## src/rtl/load_store_unit.sv

```systemverilog
// Load/store sequencer: splits B/H/W accesses into byte transactions on a
// synchronous-read byte memory and returns extended load data with a done pulse.
module load_store_unit #(
  parameter int unsigned ADDR_W = 6
) (
  input  logic              clk,
  input  logic              rst,
  input  logic              req_valid,
  output logic              req_ready,
  input  logic              MemRead,
  input  logic              MemWrite,
  input  logic [2:0]        func3,
  input  logic [ADDR_W-1:0] addr,
  input  logic [31:0]       data_in,
  output logic [31:0]       data_out,
  output logic              done,
  output logic              err,
  output logic [ADDR_W-1:0] mem_addr,
  output logic              mem_re,
  output logic              mem_we,
  output logic [7:0]        mem_wdata,
  input  logic [7:0]        mem_rdata
);

  typedef enum logic [1:0] {IDLE, XFER, DRAIN, DONE} state_t;

  state_t            state_q, state_d;
  logic [1:0]        cnt_q, cnt_d;
  logic              rd_q, rd_d;
  logic              wr_q, wr_d;
  logic              err_q, err_d;
  logic [2:0]        f3_q, f3_d;
  logic [ADDR_W-1:0] addr_q, addr_d;
  logic [31:0]       wdata_q, wdata_d;
  logic [31:0]       asm_q, asm_d;
  logic [31:0]       dout_q, dout_d;

  logic       illegal_req;
  logic [1:0] last_idx;
  logic       cap_en;
  logic [1:0] cap_idx;
  logic [31:0] ext_val;

  always_comb begin
    illegal_req = (MemRead == MemWrite) ||
                  (func3 == 3'b011) || (func3 == 3'b110) || (func3 == 3'b111) ||
                  (MemWrite && func3[2]);

    case (f3_q[1:0])
      2'b00:   last_idx = 2'd0;
      2'b01:   last_idx = 2'd1;
      default: last_idx = 2'd3;
    endcase

    // Read data lags the strobe by one cycle: XFER captures the previous byte,
    // DRAIN captures the final one (counter is held at n-1 there).
    cap_en  = 1'b0;
    cap_idx = cnt_q;
    if (state_q == XFER && rd_q && cnt_q != 2'd0) begin
      cap_en  = 1'b1;
      cap_idx = cnt_q - 2'd1;
    end else if (state_q == DRAIN) begin
      cap_en  = 1'b1;
      cap_idx = cnt_q;
    end

    asm_d = asm_q;
    if (cap_en) asm_d[{cap_idx, 3'b000} +: 8] = mem_rdata;

    case (f3_q)
      3'b000:  ext_val = {{24{asm_d[7]}}, asm_d[7:0]};
      3'b001:  ext_val = {{16{asm_d[15]}}, asm_d[15:0]};
      3'b100:  ext_val = {24'd0, asm_d[7:0]};
      3'b101:  ext_val = {16'd0, asm_d[15:0]};
      default: ext_val = asm_d;
    endcase
  end

  always_comb begin
    state_d = state_q;
    cnt_d   = cnt_q;
    rd_d    = rd_q;
    wr_d    = wr_q;
    err_d   = err_q;
    f3_d    = f3_q;
    addr_d  = addr_q;
    wdata_d = wdata_q;
    dout_d  = dout_q;

    case (state_q)
      IDLE: begin
        if (req_valid) begin
          rd_d    = MemRead;
          wr_d    = MemWrite;
          f3_d    = func3;
          addr_d  = addr;
          wdata_d = data_in;
          err_d   = illegal_req;
          cnt_d   = '0;
          state_d = illegal_req ? DONE : XFER;
        end
      end
      XFER: begin
        if (cnt_q == last_idx) state_d = rd_q ? DRAIN : DONE;
        else                   cnt_d   = cnt_q + 2'd1;
      end
      DRAIN: begin
        dout_d  = ext_val;
        state_d = DONE;
      end
      DONE: begin
        cnt_d   = '0;
        state_d = IDLE;
      end
      default: state_d = IDLE;
    endcase
  end

  always_ff @(posedge clk or posedge rst) begin
    if (rst) begin
      state_q <= IDLE;
      cnt_q   <= '0;
      rd_q    <= 1'b0;
      wr_q    <= 1'b0;
      err_q   <= 1'b0;
      f3_q    <= '0;
      addr_q  <= '0;
      wdata_q <= '0;
      asm_q   <= '0;
      dout_q  <= '0;
    end else begin
      state_q <= state_d;
      cnt_q   <= cnt_d;
      rd_q    <= rd_d;
      wr_q    <= wr_d;
      err_q   <= err_d;
      f3_q    <= f3_d;
      addr_q  <= addr_d;
      wdata_q <= wdata_d;
      asm_q   <= asm_d;
      dout_q  <= dout_d;
    end
  end

  always_comb begin
    req_ready = (state_q == IDLE);
    done      = (state_q == DONE);
    err       = (state_q == DONE) && err_q;
    mem_re    = (state_q == XFER) && rd_q;
    mem_we    = (state_q == XFER) && wr_q;
    mem_addr  = (state_q == XFER) ? addr_q + ADDR_W'(cnt_q) : '0;
    mem_wdata = mem_we ? wdata_q[{cnt_q, 3'b000} +: 8] : '0;
    data_out  = dout_q;
  end

endmodule

```

## config.mk

```make
export PLATFORM = sky130hd
export DESIGN_NAME = load_store_unit
export DESIGN_NICKNAME = d
export VERILOG_FILES = /design/src/rtl/load_store_unit.sv
export SDC_FILE = /design/constraint.sdc
export NUM_CORES = 1
export LEC_CHECK = 0
export CORE_AREA = 2 2 114 116
export CTS_CLUSTER_DIAMETER = 50
export DETAILED_ROUTE_END_ITERATION = 7
export DIE_AREA = 0 0 116 118
export PLACE_DENSITY = 0.7
export SLEW_MARGIN = 20
export SYNTH_ARGS = -nofsm -noshare
export SYNTH_HDL_FRONTEND = slang
export SYNTH_SLANG_ARGS = --single-unit
```

## constraint.sdc

```tcl
create_clock -name clk -period 3.65 [get_ports clk]
set_input_delay 0.5475 -clock clk [delete_from_list [all_inputs] [get_ports clk]]
set_output_delay 0.5475 -clock clk [all_outputs]
set_load 0.02 [all_outputs]
```

# Word-level counts from Yosys, hierarchy flattened
# Cells that the tools add are included.
dict set report totals {
  regBits 112
  inputBits 54
  output_inout_bits 51
}
dict set report op_classes {
  addsub 4
  n_eq_ne 15
  shift 3
  muxes 17
  reduce_logical 17
}
# cell n
set op_table {}
lappend op_table {{$pmux 32 s4} 1}
lappend op_table {{$bwmux 32} 1}
lappend op_table {{$mux 32} 1}
lappend op_table {{$shift 8x7->32 const A} 1}
lappend op_table {{$shiftx 32x6->8} 1}
lappend op_table {{$shiftx 8x7->32} 1}
lappend op_table {{$eq 3x3->1 const B} 4}
lappend op_table {{$mux 2} 6}
lappend op_table {{$mux 8} 1}
lappend op_table {{$pmux 2 s4} 1}
lappend op_table {{$neg 5->7} 1}
lappend op_table {{$add 6x2->6} 1}
lappend op_table {{$mux 6} 1}
lappend op_table {{$pmux 2 s3} 1}
lappend op_table {{$logic_and 1x1->1} 5}
lappend op_table {{$eq 2x1->1 const B} 2}
lappend op_table {{$eq 2x2->1 const B} 2}
lappend op_table {{$logic_not 2->1} 2}
lappend op_table {{$logic_or 1x1->1} 4}
lappend op_table {{$ne 2x2->1 const B} 2}
lappend op_table {{$pmux 2 s2} 1}
lappend op_table {{$reduce_and 2->1} 2}
lappend op_table {{$eq 3x1->1 const B} 1}
lappend op_table {{$eq 3x2->1 const B} 1}
lappend op_table {{other kinds (10)} 12}

# Logic depth before layout (Yosys ltp)
# Gate-level depths: netlist (run 1).
dict set report logic_depth {
  ltp_word 9
  mapped_depth 14
  depth_no_buf 10
}

# Worst setup path after synthesis (run 1)
# No wires, ideal clock.
dict set report synth_timing {
  kind {register to register}
  start {register cnt_q[1]}
  end {register dout_q[8], in the netlist data_out[8]}
  arrival_ns 2.954
  setup_slack_ns 0.613
  path_stages_with_launch 14
  synth_period_minus_slack_ns 3.037
  cell_sequence {dfrtp_1 > buf_2 > clkbuf_1 > inv_1 > ha_1 > and4bb_2 > a21o_1 > ha_1 > nand2_1 > nor4_1 > mux2i_4 > and2_1 > buf_2 > o22ai_1}
}
dict set report synth_via {
  elab_chain_len 8
}
# element line
set synth_rtl {}
lappend synth_rtl {{start: declaration} 28} ;# logic [1:0] cnt_q, cnt_d;
lappend synth_rtl {{start signal: assignment} 133} ;# cnt_q <= cnt_d;
lappend synth_rtl {{branches (longest 6 deep; another with $neg 5->7)} -}
lappend synth_rtl {{$mux 32 (*)} 68} ;# if (cap_en) asm_d[{cap_idx, 3'b000} +: 8] = mem_rdata;
lappend synth_rtl {{$pmux 32 s4 (*)} 70} ;# case (f3_q)
lappend synth_rtl {{end signal: assignment} 141} ;# dout_q <= dout_d;
lappend synth_rtl {{end: declaration} 36} ;# logic [31:0] dout_q, dout_d;
# Mark *: on every way between the ends.
# A chain may end at the register's enable or synchronous reset.

# Final worst setup path (run 1)
dict set report layout_timing {
  start {register cnt_q[0]}
  end {output mem_addr[4]}
}
dict set report layout_via {
  elab_chain_len 2
}
# element line
set layout_rtl {}
lappend layout_rtl {{$add 6x2->6} 151} ;# mem_addr = (state_q == XFER) ? addr_q + ADDR_W'(cnt_q) : '0;
lappend layout_rtl {{$mux 6} 151}
lappend layout_rtl {{end: declaration} 18} ;# output logic [ADDR_W-1:0] mem_addr,
# Every way passes these cells.

==> results, run 1 <==
- After global routing the overflow that remains totals 0.
- The number of instances in the synthesized netlist is ~450.
- Compared with the post-synthesis result, the final layout area differs by 28.4%.
- The count of flip-flops with a built-in enable after synthesis is 0.
- The post-detailed-route count of antenna-violating nets is 0.
- The detailed-route vias per instance is 5.15.
- The average wire per standard cell is 16.5 um.
- Measured along the x axis, the die boundary spans 116 um.
- The layout cell share with drive strength beyond 1 is 17.6%.
- From bottom edge to top edge, the die measures 118 um.
- The weighted congestion at the end of routability-driven global placement is 0.812.
- After detailed placement, the design holds a cell count of roughly 700.
- The measured slew at the worst slew-check pin is 0.851 ns.
- The arrival time at the worst endpoint is about 2.6 ns.
- The clock insertion delay at the later pin of the skew report is 0.36 ns.
- The area of the mapped netlist is about 5200 sq um.
- The total of max-cap violations is 0.
- For this run, the slowest stage of the critical path takes approximately 0.61 ns.
- In this run the static leakage power is approximately 3 nW.
- In this run, CTS created clock tree buffers numbering 9.
- The number of hold violations in the final report came to 0.
- The clock period could shrink to roughly 3.1 ns.
- The path type of the worst setup path is reg -> out.
- The die covers ~14000 sq um.
- Setup repair after global routing left no endpoint under its margin.
- The part of the cycle the worst path needs is 86.2%.
- The number of setup violations in the final report is 0.
- After detailed routing, the number of remaining DRC violations is 0.
- The post-place setup slack is between 0.5 and 0.6 ns.
- Global routing used 18.8% of the available tracks across all layers.
- 0 antenna diodes ended up in the layout.
- The average size of a mapped cell is 11.7 sq um.
- The total of warnings raised by yosys is 0.
- The maximum level of the CTS H-tree is 3.
- Across the VDD grid, the largest voltage drop is 0.000456 V.
- The post-cts sizing count is 0.
- The core region is 12400 sq um.
- Detailed placement finished with a half-perimeter wire length of 8610 um.
- After filler insertion, the fill cell instance count of the layout stands at about 1100.
- The number of max-slew violations in the final report came to 0.
- Walking the worst path, the cells encountered are buf_4, ha_1, fa_1, nand3_1, xnor2_1, and2_1, clkdlybuf4s50_1.
- Dividing total power by cell area gives a power density of between 800 and 900 nW/um^2.
- The maximum number of pins on one net before global-route repair is 91.
- Summing over every cut layer, the via total after detailed routing is about 3700.
- TritonCTS built the clock tree.
- On the final layout, the worst clock skew is 0.00911 ns.
- For this run, the post-layout net count is 612.
- The run finished with clean final reports.
- The highest clock rate is 318 MHz.
- 105 I/O pins were placed.
- The finished layout holds 724 standard cells, fillers aside.
- After clock tree synthesis, the clock-pin slew on the worst setup and hold paths is 0.07 ns.
- The worst hold slack after final layout is approximately 0.49 ns.
- The biggest area contributor in the post-synthesis netlist is dfrtp_1.
- The required time at the worst-slack endpoint is 3.10 ns.
- The number of antenna violations at the first check in global routing is 0.
- In the synthesized netlist the dominant register cell turns out to be dfrtp_1.
- Counting flops with an async set or reset pin after synthesis yields a share of 100%.
- After layout, the worst setup slack is 0.504 ns.
- The starting density of the core is 42.2%.
- Summed over all failing endpoints, the final setup total negative slack is 0 ns.
- The most common cell in the synthesized netlist is dfrtp_1.
- The count of port buffers added during placement is 104.
- The first global-routing pass estimated about 20000 um of wire.
- The critical-path maximum fanout is 19.
- The detailed router finished its first iteration with 184 violations.
- When the netlist entered floorplanning its net count stood at 514.
- Counting distinct cell types in the post-synthesis netlist gives 53.
- After layout, the design draws a total of 6.03 mW.
- The startpoint class of the critical path is a flop.
- The worst max-slew margin expressed relative to the limit is 43.1%.
- In the synthesized netlist, the cells that appear most often are dfrtp_1, mux2_2, nand2_1.
- Summed over its instances, the top area cell type makes up between 50% and 60% of the synthesized netlist area.
- The number of buffers inserted to repair setup after CTS is 0.
- In this run, post-CTS hold repair placed 0 buffers.
- After synthesis the netlist holds a flip-flop and latch count of 112.
- The worst hold path belongs to the class reg -> reg.
- After floorplanning, the core was divided into 41 placement rows.
- The worst setup path is captured at an output port.
- The proportion of synthesized chip area in sequential cells is 53.5%.
- The root buffer cell chosen for the clock tree is clkbuf_16.
- On the critical path, the stage with the largest delay is an instance of clkdlybuf4s50_1.
- CTS saw around 110 sinks.
- The number of iterations in the first detailed-routing pass is 4.
- In the post-synthesis netlist, the biggest area contributors are dfrtp_1, mux2_2, mux4_2.
- The number of global-route vias before repair came to 3882.
- The longest clock path from root to sink contains 2 buffers.
- Summed over all layers, the routed wires come to roughly 12000 um.
## metrics by stage
| step | util (%) | area, sq um |
|---|---|---|
| floorplan | - | 5240 |
| global placement | 51.9 | 6440 |
| detailed placement | 51.9 | 6440 |
| CTS | 54.2 | 6730 |
| global route | 54.2 | 6730 |
| finish | 54.2 | 6730 |
## critical path, delay by kind of cell (launching register included)
family,cells,cell delay [ns]
AND/OR/NAND/NOR,2,0.25
flip-flops,1,0.38
XOR/XNOR,1,0.11
adder cells (fa/ha/maj),2,0.66
buffers and inverters,2,0.84
## cell families after synthesis
kind of cell | Yosys count | synth area share, %
and+or+nand+nor | 122 | 11.3
DFF | 112 | 53.5
AOI/OAI and AO/OA | 82 | 11.5
muxes | 64 | 15.7
buffers and inverters | 53 | 4.39
adders and majority gates | 11 | 2.77
xor gates and xnor gates | 5 | 0.835
## report_power, final
part	switching, mW	internal (mW)	leakage (nW)
sequential	0.318	1.81	1.38
clock	0.475	0.492	0.141
combinational	1.50	1.44	1.48
## final timing paths
check	startpoint	end	slack (ns)	cells past startpoint
worst max-delay path	cnt_q[0]	mem_addr[4]	0.50	7
worst min-delay path	err_q	err_q	0.49	2
worst max register to register	state_q[1]	data_out[19]	0.53	10
worst min register to register	err_q	err_q	0.49	2
max in group asynchronous	rst	wr_q	2.24	3
min in group asynchronous	rst	data_out[13]	0.72	2
## layout by cell type (no fill, tap or decap), types with 2 or more instances in the layout
master             n
dfrtp_1          112
clkdlybuf4s50_1  104
mux2_2            52
nand2_1           41
nor2_1            34
inv_1             27
and2_1            19
o22ai_1           16
a21oi_1           12
ha_1              10
o21ai_0            9
a22oi_1            9
clkbuf_16          9
o21a_1             8
a22o_1             8
mux4_2             8
buf_4              8
a211o_1            7
nor2b_1            5
xnor2_1            4
nand2b_1           3
a21o_1             3
inv_6              3
nor3b_1            2
or2_2              2
and3_1             2
nand3_1            2
nand4_1            2
## cell type report
cell class | count | area (sq um) | area share (%)
clock inverters | 6 | 50.0 | 0.743
multi-input cells | 284 | 2220 | 32.9
well taps | 172 | 215 | 3.20
inverters | 28 | 110 | 1.64
repair buffers | 112 | 1100 | 16.4
clock buffers | 10 | 239 | 3.55
flip-flops and latches | 112 | 2800 | 41.6
## routing by layer
metal / vias up / global-route usage [%] / part of all wire (%)
met1: 1866 / 25.1 / 45
met3: 18 / 4.74 / 4.7
met4: 0 / 6.32 / 1.7
li1: 1758 / - / -
met2: 83 / 29.7 / 49
met5: - / 0 / 0
## flip-flops by register name (all words and copies together) (netlist names)
| register | flops |
|---|---|
| wr_q | 1 |
| state_q | 2 |
| addr_q | 6 |
| cnt_q | 2 |
| asm_q | 32 |
| rd_q | 1 |
| err_q | 1 |
| f3_q | 3 |
| wdata_q | 32 |
| data_out | 32 |
Note: power is estimated with default switching activity, not from simulation.
==> run 2: changes to the inputs <==
Settings changed: CAP_MARGIN set to 0, CORE_AREA 2 2 114 116 to 2 2 109 111, DIE_AREA 0 0 116 118 to 0 0 111 113, GPL_ROUTABILITY_DRIVEN set to 0, PLACE_DENSITY 0.7 to 0.76.
==> results, run 2 (same netlist as run 1, synthesis figures left out) <==
- The library cell used most frequently in the layout, excluding fill and tap cells, is dfrtp_1.
- The number of max-slew violations in the final report is 0 (unchanged).
- The wire length reported by the detailed router is 12000 um (+0.69%).
- The final setup skew is 0.00763 ns (-0.00147 ns).
- The total power came to 6.08 mW (+0.79%).
- The highest metal layer carrying signal wires in the routed design is met4.
- The arrival time at the worst endpoint is 3.44 ns (+0.84 ns).
- The CTS sink count is 112 (unchanged).
- The number of diodes is 0 (unchanged).
- The measured slew at the worst slew-check pin was 0.915 ns (+0.0646 ns).
- The worst setup path is captured at a flop.
- The flow ran to the end, and the final reports show no timing, DRC or antenna violations.
- The path type of the worst setup path is reg -> reg.
- The met3 wire length is 678 um (+22%).
- The number of standard cells in the layout, taps in and fillers out was 696 (-3.9%).
- The overflow left after global routing is 0 (unchanged).
- The layout overhead on the synthesized area is 28.3%.
- The static leakage power is 3.02 nW (+0.46%).
- The count of hold-fix buffers inserted at cts was 0 (unchanged).
- The number of buffers created by CTS is 9 (unchanged).
- The vertical die dimension is 113 um (-4.2%).
- The total of max-cap violations came to 0 (unchanged).
- The wire length of the first global-routing pass is 19900 um (+1.4%).
- The die width was 111 um (-4.3%).
- The number of hold violations in the final report is 0 (unchanged).
- CTS placed an instance of clkbuf_16 at the clock tree root.
- The wire length on met2 is 6010 um (+2.6%).
- The area of the core region came to 11300 sq um (-9.2%).
- The net count of the finished layout is 613 (+0.16%).
- The average wire per standard cell was 17.3 um (+4.7%).
- The number of iterations in the first detailed-routing pass is 4 (unchanged).
- The accumulated negative setup slack came to 0 ns (unchanged).
- The detailed-route vias per instance is 5.41 (+5.1%).
- The overall die area is 12500 sq um (-8.4%).
- The number of top-level design ports is 105 (unchanged).
- The critical-path maximum fanout is 14 (-5).
- The path class of the tightest hold or removal check is reg -> reg.
- The row count is 39 (-4.9%).
- The number of setup violations in the final report was 0 (unchanged).
- The remaining design rule violation count came to 0 (unchanged).
- The count of port buffers added during placement is 104 (unchanged).
- The clock insertion delay at the later pin of the skew report is 0.34 ns (-0.02 ns).
- The maximum count of clock buffers along a single path came to 2 (unchanged).
- The fraction of power spent switching nets is 37.4% (-0.69 points).
- The post-detailed-route count of antenna-violating nets is 0 (unchanged).
- The switching power is 2.27 mW (-1.0%).
- The part of the cycle the worst path needs is 86.6% (+0.39 points).
- The via total after detailed routing is 3765 (+1.1%).
- The startpoint identified for the worst hold timing path is asm_q[8].
- The post-cts sizing count is 0 (unchanged).
- The core occupancy in the finished layout is 59.7% (+5.4 points).
- The wire length the detailed router placed on met1 is 5190 um (-2.7%).
- Setup repair after global routing left no endpoint under its margin.
- The worst max-slew margin expressed relative to the limit is 38.8% (-4.3 points).
- The maximum level of the CTS H-tree came to 3 (unchanged).
- The violation count after the first detailed-routing iteration is 151 (-18%).
- The layout cell share with drive strength beyond 1 is 17.5% (-0.032 points).
- The power density over the cells is 904 nW/um^2 (+0.92%).
- The start of the worst register-to-register path is state_q[1].
- The critical path startpoint is state_q[1].
- The worst-case vdd ir drop was 0.000426 V (-6.5%).
- The number of antenna violations at the first check in global routing is 0 (unchanged).
- The fill cell instance count of the final layout is 905 (-18%).
- The startpoint class of the critical path is a flop.
- The share of power burned in the clock network is 16.3% (+0.3 points).
- The share of total power in combinational logic is 48.4% (-0.3 points).
- The post-layout minimum cycle time is 3.16 ns (+0.0141 ns).
- The clock slew at the register clock pins of the worst setup and hold paths is 0.07 ns (about the same).
- The overall fraction of global-route tracks in use is 19.9% (+1.1 points).
- The highest clock rate is 316 MHz (-0.45%).
- TritonCTS built the clock tree.
- The number of buffers inserted to repair setup after CTS is 0 (unchanged).
- The number of global-route vias before repair is 3989 (+2.8%).
- The top cell types in the final layout, fill and taps aside, are dfrtp_1, clkdlybuf4s50_1, mux2_2.
- The instance count after placement with tap cells included is 680 (-4.0%).
- The required time at the worst-slack endpoint is 3.93 ns (+0.83 ns).
- The starting density of the core is 46.5% (+4.3 points).
- The half-perimeter wire length of the detailed placement result is 8570 um (-0.46%).
- The proportion of power drawn by flip-flops and latches is 35.3% (about the same).
- The maximum number of pins on one net before global-route repair is 58 (-36%).
- The internal power component is 3.81 mW (+1.9%).
## run 2: area by class of cell
| cell class | instances | area, sq um | area share, % |
|---|---|---|---|
| clock inverter | 5 | 56.3 | 0.837 |
| sequential | 112 | 2800 | 41.7 |
| inverter | 28 | 108 | 1.60 |
| clock buffer | 11 | 243 | 3.61 |
| tap | 143 | 179 | 2.66 |
| multi-input combinational | 284 | 2220 | 32.9 |
| timing repair buffer | 113 | 1120 | 16.7 |
## run 2: final timing paths
| check | to | slack (ns) | depth (start not counted) |
|---|---|---|---|
| setup / recovery | data_out[21] | 0.49 | 10 |
| setup reg to reg | data_out[21] | 0.49 | 10 |
| hold reg to reg | asm_q[8] | 0.49 | 2 |
| min in group asynchronous | data_out[28] | 0.68 | 2 |
| max in group asynchronous | state_q[1] | 2.05 | 4 |
| hold / removal | asm_q[8] | 0.49 | 2 |
## run 2: critical path, stage by stage, from the launching register on
cell      delay (ns)
dfrtp_1         0.41
inv_1           0.12
ha_1            0.40
nand3b_1        0.32
a21o_1          0.28
ha_1            0.40
nand2_1         0.10
nor4_1          0.39
mux2i_4         0.14
a31oi_2         0.36
a211o_1         0.17
## run 2: per-stage QoR
| step | cell area [sq um] | setup WS (ns) | hold slack (ns) |
|---|---|---|---|
| global route | 6730 | 0.274 | 0.522 |
| finish | 6730 | 0.489 | 0.487 |
| detailed placement | 6420 | 0.563 | 0.474 |
| global placement | 6420 | 0.769 | 0.464 |
| floorplan | 5240 | 0.143 | 0.439 |
| CTS | 6720 | 0.518 | 0.491 |
## run 2: metal layers
metal  global-route usage, %  vias up
met5                       0        -
met4                    5.75        0
met3                    3.80       13
met2                    34.0      107
met1                    26.1     1889
li1                        -     1756
## run 2: power by group through the flow
stage,registers (mW),clock network [mW],logic (mW)
after floorplan,2.25,0,1.84
after global placement,2.12,0,2.85
after detailed placement,2.16,0,2.94
after CTS,2.14,0.999,2.96
after global routing,2.21,1.06,3.21
final,2.14,0.990,2.94
